==> src/rtl/game_board_mem.sv <==
// game_board_mem: Wishbone pipelined slave holding the minesweeper board (one cell per address).
// Latency: accepted request acked one cycle later; read data valid with the ack and held until the next read ack.
// Backpressure: wb_stall_o is high only during a clear sweep (BOARD_DEPTH cycles); no requests are accepted then.
//
// Ports:
//   clk, rst                  clock and asynchronous active-high reset
//   clear_i                   one-cycle request to zero the whole board (ignored while sweeping)
//   wb_cyc_i/stb_i/we_i       bus cycle, strobe, write enable
//   wb_adr_i, wb_dat_i        cell address and write data
//   wb_dat_o, wb_ack_o        read data and completion pulse
//   wb_stall_o, busy_o        both high while the clear sweep runs
//   mine_cnt_o                number of in-range cells whose mine flag (MSB) is set
module game_board_mem #(
  parameter int ADDR_WIDTH  = 8,
  parameter int DATA_WIDTH  = 8,
  parameter int BOARD_DEPTH = 256
) (
  input  logic                  clk,
  input  logic                  rst,
  input  logic                  clear_i,
  input  logic                  wb_cyc_i,
  input  logic                  wb_stb_i,
  input  logic                  wb_we_i,
  input  logic [ADDR_WIDTH-1:0] wb_adr_i,
  input  logic [DATA_WIDTH-1:0] wb_dat_i,
  output logic [DATA_WIDTH-1:0] wb_dat_o,
  output logic                  wb_ack_o,
  output logic                  wb_stall_o,
  output logic [ADDR_WIDTH:0]   mine_cnt_o,
  output logic                  busy_o
);

  localparam int IDX_W = (BOARD_DEPTH > 1) ? $clog2(BOARD_DEPTH) : 1;

  typedef enum logic {IDLE = 1'b0, SWEEP = 1'b1} state_t;

  state_t                r_state, w_state_nxt;
  logic [DATA_WIDTH-1:0] r_mem [BOARD_DEPTH];
  logic [IDX_W-1:0]      r_sweep_cnt;
  logic [DATA_WIDTH-1:0] r_dat;
  logic                  r_ack;
  logic [ADDR_WIDTH:0]   r_mine_cnt;

  logic                  w_accept;
  logic                  w_in_range;
  logic                  w_wr;
  logic                  w_sweep_last;
  logic                  w_old_flag;
  logic                  w_new_flag;
  logic [IDX_W-1:0]      w_idx;

  assign wb_stall_o   = (r_state == SWEEP);
  assign busy_o       = (r_state == SWEEP);
  assign wb_ack_o     = r_ack;
  assign wb_dat_o     = r_dat;
  assign mine_cnt_o   = r_mine_cnt;

  assign w_accept     = wb_cyc_i & wb_stb_i & ~wb_stall_o;
  // Extra bit so the compare also works when BOARD_DEPTH == 2**ADDR_WIDTH.
  assign w_in_range   = ({1'b0, wb_adr_i} < (ADDR_WIDTH+1)'(BOARD_DEPTH));
  // Low bits are only used to index r_mem when w_in_range holds.
  assign w_idx        = wb_adr_i[IDX_W-1:0];
  assign w_wr         = w_accept & wb_we_i & w_in_range;
  assign w_sweep_last = (r_sweep_cnt == IDX_W'(BOARD_DEPTH - 1));
  assign w_old_flag   = r_mem[w_idx][DATA_WIDTH-1];
  assign w_new_flag   = wb_dat_i[DATA_WIDTH-1];

  // Next-state logic. A request accepted together with clear_i is still
  // served this cycle; the sweep that follows erases it.
  always_comb begin
    w_state_nxt = r_state;
    case (r_state)
      IDLE:    if (clear_i)      w_state_nxt = SWEEP;
      SWEEP:   if (w_sweep_last) w_state_nxt = IDLE;
      default:                   w_state_nxt = IDLE;
    endcase
  end

  always_ff @(posedge clk or posedge rst) begin
    if (rst) begin
      r_state <= IDLE;
    end else begin
      r_state <= w_state_nxt;
    end
  end

  // Cell array. Sweep writes and bus writes never coincide because no
  // request is accepted while sweeping.
  always_ff @(posedge clk or posedge rst) begin
    if (rst) begin
      for (int i = 0; i < BOARD_DEPTH; i++) begin
        r_mem[i] <= '0;
      end
    end else if (r_state == SWEEP) begin
      r_mem[r_sweep_cnt] <= '0;
    end else if (w_wr) begin
      r_mem[w_idx] <= wb_dat_i;
    end
  end

  always_ff @(posedge clk or posedge rst) begin
    if (rst) begin
      r_sweep_cnt <= '0;
      r_ack       <= 1'b0;
      r_dat       <= '0;
      r_mine_cnt  <= '0;
    end else begin
      r_ack <= w_accept;

      if (w_accept && !wb_we_i) begin
        r_dat <= w_in_range ? r_mem[w_idx] : '0;
      end

      if (r_state == SWEEP) begin
        r_sweep_cnt <= w_sweep_last ? '0 : r_sweep_cnt + IDX_W'(1);
      end

      // Count delta uses the pre-write flag so overwrites are tracked exactly.
      if ((r_state == SWEEP) && w_sweep_last) begin
        r_mine_cnt <= '0;
      end else if (w_wr) begin
        r_mine_cnt <= r_mine_cnt + (ADDR_WIDTH+1)'(w_new_flag)
                                 - (ADDR_WIDTH+1)'(w_old_flag);
      end
    end
  end

endmodule

==> config.mk <==
export PLATFORM = sky130hd
export DESIGN_NAME = game_board_mem
export DESIGN_NICKNAME = d
export VERILOG_FILES = /design/src/rtl/game_board_mem.sv
export SDC_FILE = /design/constraint.sdc
export NUM_CORES = 2
export LEC_CHECK = 0
export CAP_MARGIN = 10
export CORE_MARGIN = 2
export CORE_UTILIZATION = 68
export DETAILED_ROUTE_END_ITERATION = 10
export PLACE_DENSITY_LB_ADDON = 0.3
export SYNTH_ARGS = -nofsm -noshare
export SYNTH_HDL_FRONTEND = slang
export SYNTH_SLANG_ARGS = --single-unit
==> constraint.sdc <==
create_clock -name clk -period 139.9 [get_ports clk]
set_clock_uncertainty 0.1 [all_clocks]
set_input_delay 41.97 -clock clk [delete_from_list [all_inputs] [get_ports clk]]
set_output_delay 41.97 -clock clk [all_outputs]
set_load 0.05 [all_outputs]
# Word-level counts from Yosys, hierarchy flattened
# Cells that the tools add are included.
# Widths: inputs -> output; s select.
[word_totals]
register_bits = 2075
latchBits = 0
ram_bits = 0
mem_bits_ro = 0
out_inout_bits = 20
mem_count = 0
[classes]
add_sub_neg = 3
n_mul = 0
div_mod_pow = 0
order_cmp = 4
eq_ne = 1
shift = 0
muxes = 16
n_bitwise = 8
n_reduce_logical = 7
[ops]
columns = ["op", "count"]
rows = [
  ["$mux 2048", 2],
  ["$and 2048x2048->2048", 1],
  ["$bwmux 2048", 1],
  ["$not 2048->2048", 1],
  ["$demux 8 s8", 2],
  ["$bmux 8 s8", 1],
  ["$mux 8", 5],
  ["$ge 9x9->1 const B", 2],
  ["$lt 9x1->1 const B", 2],
  ["$mux 9", 2],
  ["$not 8->9", 2],
  ["$add 9x1->9", 1],
  ["$sub 9x1->9", 1],
  ["$add 8x1->8 const B", 1],
  ["$eq 8x8->1 const B", 1],
  ["$logic_and 1x1->1", 4],
  ["$reduce_bool 2->1", 2],
  ["$and 1x1->1", 3],
  ["$mux 1", 2],
  ["$pmux 1 s2", 1],
  ["$logic_not 1->1", 1],
  ["$not 1->1", 1],
]

# Logic depth before layout (Yosys ltp)
[depth]
word_depth = 8
ltp_mapped = 24
mapped_depth_nobuf = 20

# Worst setup path after synthesis
# Ideal clock, no wire load.
[synth_timing]
path_type = "in2reg"
start = "in wb_adr_i[1]"
end = "reg r_mine_cnt[8], in the netlist mine_cnt_o[8]"
setup_time_ns = 0.124
arrival_time_ns = 46.070
t_required_ns = 139.676
setup_slack_ns = 93.606
cell_stages = 21
n_path_buf = 4
cell_sequence = "buf_4 > buf_2 > buf_4 > clkbuf_1 > mux4_2 > a221oi_1 > o22ai_1 > a211oi_2 > nor2_1 > ha_1 > inv_1 > ha_1 > fa_1 > a21o_1 > a21oi_1 > o21bai_1 > a2111oi_0 > or3_1 > xnor2_1 > nor3_1 > o21bai_1"
[synth_between]
elab_chain_cells = 7
[synth_rtl]
columns = ["item", "line_no", "text"]
rows = [
  ["start, declared", "24", "input logic [ADDR_WIDTH-1:0] wb_adr_i,"],
  ["$not 8->9 (not written as such)", "65", "assign w_old_flag = r_mem[w_idx][DATA_WIDTH-1];"],
  ["$bmux 8 s8", "65", ""],
  ["$mux 8 (not written as such) (2 in a row)", "65", ""],
  ["named net w_old_flag", "48", "logic w_old_flag;"],
  ["$sub 9x1->9", "123", "- (ADDR_WIDTH+1)'(w_old_flag);"],
  ["$mux 9", "121", "end else if (w_wr) begin"],
  ["$mux 9", "119", "if ((r_state == SWEEP) && w_sweep_last) begin"],
  ["end signal, assigned", "122", "r_mine_cnt <= r_mine_cnt + (ADDR_WIDTH+1)'(w_new_flag)"],
  ["end, declared", "42", "logic [ADDR_WIDTH:0] r_mine_cnt;"],
]
# The timed path passes the listed nets, and every way through them passes these cells. The select of a mux whose other input is x is not followed.
# A chain may end at the register's enable or synchronous reset.

# Final worst setup path
[layout_timing]
start = "in wb_adr_i[0]"
end = "reg r_mine_cnt[8], in the netlist mine_cnt_o[8]"
# Same word-level chain as after synthesis.

==> parameters.txt <==
Parameter                              Value

Run status
  Run status    complete, but fails checks
  Violations in the final reports    max-capacitance violations, max-slew violations

Synthesis
  Area share of the largest cell type after synthesis    56.19%
  Count of flip-flops with a built-in enable after synthesis    0
  Area contributors post-synth    sky130_fd_sc_hd__dfrtp_1, sky130_fd_sc_hd__a22o_1, sky130_fd_sc_hd__mux4_2
  Count of cell types in the netlist    71
  Compound-gate portion of the synthesized area    23.62%
  Share of async-settable or async-resettable flops after synthesis    100.0%
  Most numerous cell in the Yosys netlist    sky130_fd_sc_hd__dfrtp_1
  Cell type contributing the most total cell area after synthesis    sky130_fd_sc_hd__dfrtp_1
  Flop and latch count out of synthesis    2,075
  Warning count from the yosys run    0
  Post-synthesis mux area share    13.02%
  Ys flop type    sky130_fd_sc_hd__dfrtp_1
  Adder and majority gate portion of the synthesized area    0.1977%
  Cell area after synthesis    92,410 um^2
  XOR/XNOR share of the synthesized area    0.09478%
  Number of nets produced by synthesis    6,680
  Simple-gate portion of the synthesized area    3.851%
  Main combinational cell family by area after synthesis    compound AO/OA/AOI/OAI gates
  Leading cell types by count after synthesis    sky130_fd_sc_hd__dfrtp_1, sky130_fd_sc_hd__a22o_1, sky130_fd_sc_hd__mux4_2
  Seq/Total Area, Yosys    56.19%
  Mean cell area of the mapped netlist    13.91 um^2
  Cell count after synthesis    6,644

Finish
  Post-synthesis to final-layout area growth    8.931%
  Share of post-route cells with drive strength above 1    17.12%
  Final instance area    100,700 um^2
  Post-layout nets    6,561

GRT
  Largest net degree at the start of global routing    175
  Number of antenna violations at the first check in global routing    20
  Congestion Overflow GR    0
  First-pass GRT wire length    465,300 um
  Via count of the first global-routing pass    69,130
  Combined global-route utilization of all metal layers    44.97%

Pwr
  LEAKAGE    0.04566 uW
  Total Power Consumption    1284 uW
  Max IR drop VDD    0.00001219 V
  Power Dens Cells    12.75 nW/um^2

STA
  FMAX    0.02054 GHz
  RSZ-0062 raised after global routing    false
  Slew Limit Headroom    -5.745%
  Transition at the pin with the smallest max-transition slack    1577 ps
  Worst Setup Slack, final    91,210 ps
  Endpoints failing setup    0
  Final Max Slew Viols    2
  Share of the clock period used by the worst path after layout    34.80%
  Final worst hold slack    394.5 ps
  Final TNS setup    0 ps
  Final Hold Vio Count    0
  Post-route minimum period    48,690 ps

Clock network
  Number of resized instances in the post-cts repair step    0
  Setup repair bufs after CTS    0
  Clk sink count    2,075
  CTS tree    done
  CTS buffer count    203
  Longest Clk Path Bufs    3
  Buffer cell driving the clock tree root    sky130_fd_sc_hd__clkbuf_16
  Number of buffers inserted by hold repair at cts    0
  Worst skew pair latency    870 ps
  CTS H-tree lvls    4
  Clk slew on worst S/H paths    60 ps

Worst setup path
  Capture point of the worst reg-to-reg path    mine_cnt_o[8]
  Crit-path max FO    66
  Worst path arrival time    49,320 ps
  Setup Crit Path Kind    primary input to flop
  Launch point of the worst reg-to-reg path    r_mem[1175]
  Number of cells on the worst reg-to-reg path    18
  Critical Path Sink Type    flop
  Worst path required time    140,520 ps
  R2R setup slack    134,140 ps
  Startpoint class of the critical path    primary input

Die
  Floorplan core area    135,100 um^2
  Horizontal die dimension    372.6 um
  Floorplan die height    372.6 um
  Full die area    138,900 um^2
  IO Count    42
  Initial Utilization    68.39%
  Row count    135

Route
  Via density    8.257
  Per-cell routed wire length    36.74 um
  Drt pass-1 iters    9
  Total wirelength of the detailed-routed design    311,600 um
  Antenna viol nets, final    0
  Drc violations    0
  Vias post-DR    70,040
  Initial detailed-routing violation count    11,810

Run
  Max-cap violations    1

Place
  Sum of net half-perimeters after detailed placement    188,200 um
  Placed instance area    93,730 um^2
  Worst slack, placed    90,450 ps
  Port bufs    41
  Placer Congestion    0.9984

Hold path
  Worst hold stages    1
  Kind of path behind the tightest hold check    flop to flop
  Min-delay src    r_mem[1669]
  End point of the most critical hold path    r_mem[1669]
-- through the flow --
stage                     util (%)  instances
after floorplan                  -       6644
after global placement       69.36       8101
after detailed placement     69.36       8101
after CTS                    74.47       8468
after global routing         74.47       8468
final                        74.49       8483
-- placed cells by master (no fill, tap or decap), drive strengths merged, types with 5 or more instances in the layout --
master and count:
clkinv 41, clkinvlp 6, nor2b 16, a31oi 14, a221oi 12, inv 30, mux4 440, nand2 134
ha 13, a211oi 10, diode 15, or2 6, nand2b 15, a21oi 337, nor4 13, and2 6
mux2i 194, a22oi 151, xnor2 6, and3 9, dfrtp 2075, nand3 63, a22o 2054, mux2 9
o22ai 19, nand4 14, bufinv 15, nor3 39, o211ai 15, nor2 365, o21ai 47, clkbuf 296
buf 152, or3 5, clkdlybuf4s50 27
-- sequential cells by signal (all words and copies together) (netlist names) --
signal,count
busy_o,1
mine_cnt_o,9
r_mem,2048
r_sweep_cnt,8
wb_ack_o,1
wb_dat_o,8
-- final cells by class --
type	instances	area [um^2]
diodes	15	37.54
clock buffers	296	6023
clock inverters	71	872.1
fillers	8037	34470
inverters	21	87.58
multi-input cells	4045	37920
flip-flops and latches	2075	51920
well taps	1781	2228
repair buffers	179	1569
-- per-layer routing --
layer,GRT usage (%),routed length (um)
met5,0.1398,389
met4,28.98,25110
met3,18.65,48540
met2,61.78,130700
met1,59.39,106900
-- how the worst max path moves through the flow --
stage | from | to | cells after the start | slack [ps]
after CTS | wb_adr_i[0] | mine_cnt_o[8] | 22 | 91340
after detailed placement | wb_adr_i[0] | mine_cnt_o[8] | 22 | 90450
final | wb_adr_i[0] | mine_cnt_o[8] | 22 | 91210
after floorplan | rst | busy_o | 1 | 39220
after global placement | wb_adr_i[0] | mine_cnt_o[8] | 22 | 90420
after global routing | wb_adr_i[0] | mine_cnt_o[8] | 22 | 90830
-- power breakdown --
group          switching [uW]  internal [uW]  leakage, uW  total, uW
logic                    88.7           20.7       0.0133        109
registers                3.84            602       0.0290        606
clock network             243            326      0.00341        569
-- worst max-delay path, cell delays in order --
cell	delay, ps
sky130_fd_sc_hd__buf_8	530
sky130_fd_sc_hd__buf_4	720
sky130_fd_sc_hd__buf_4	850
sky130_fd_sc_hd__mux4_1	650
sky130_fd_sc_hd__mux2i_1	230
sky130_fd_sc_hd__o22ai_1	150
sky130_fd_sc_hd__nor3_1	920
sky130_fd_sc_hd__o21ai_0	260
sky130_fd_sc_hd__a211oi_2	250
sky130_fd_sc_hd__nor2_1	170
sky130_fd_sc_hd__ha_1	310
sky130_fd_sc_hd__inv_1	40
sky130_fd_sc_hd__ha_1	200
sky130_fd_sc_hd__fa_1	430
sky130_fd_sc_hd__a21o_1	180
sky130_fd_sc_hd__a21oi_1	230
sky130_fd_sc_hd__o21bai_1	130
sky130_fd_sc_hd__a2111oi_0	380
sky130_fd_sc_hd__or3_1	190
sky130_fd_sc_hd__xnor2_1	140
sky130_fd_sc_hd__nor3_1	60
sky130_fd_sc_hd__o21bai_1	190
-- logic make-up after synthesis --
kind of cell    Yosys count
fa+ha+maj                14
buf+inv                 524
mux                     643
compound gates         2687
xor+xnor                 10
flops                  2075
simple gates            691
Note: power is estimated with default switching activity, not from simulation.
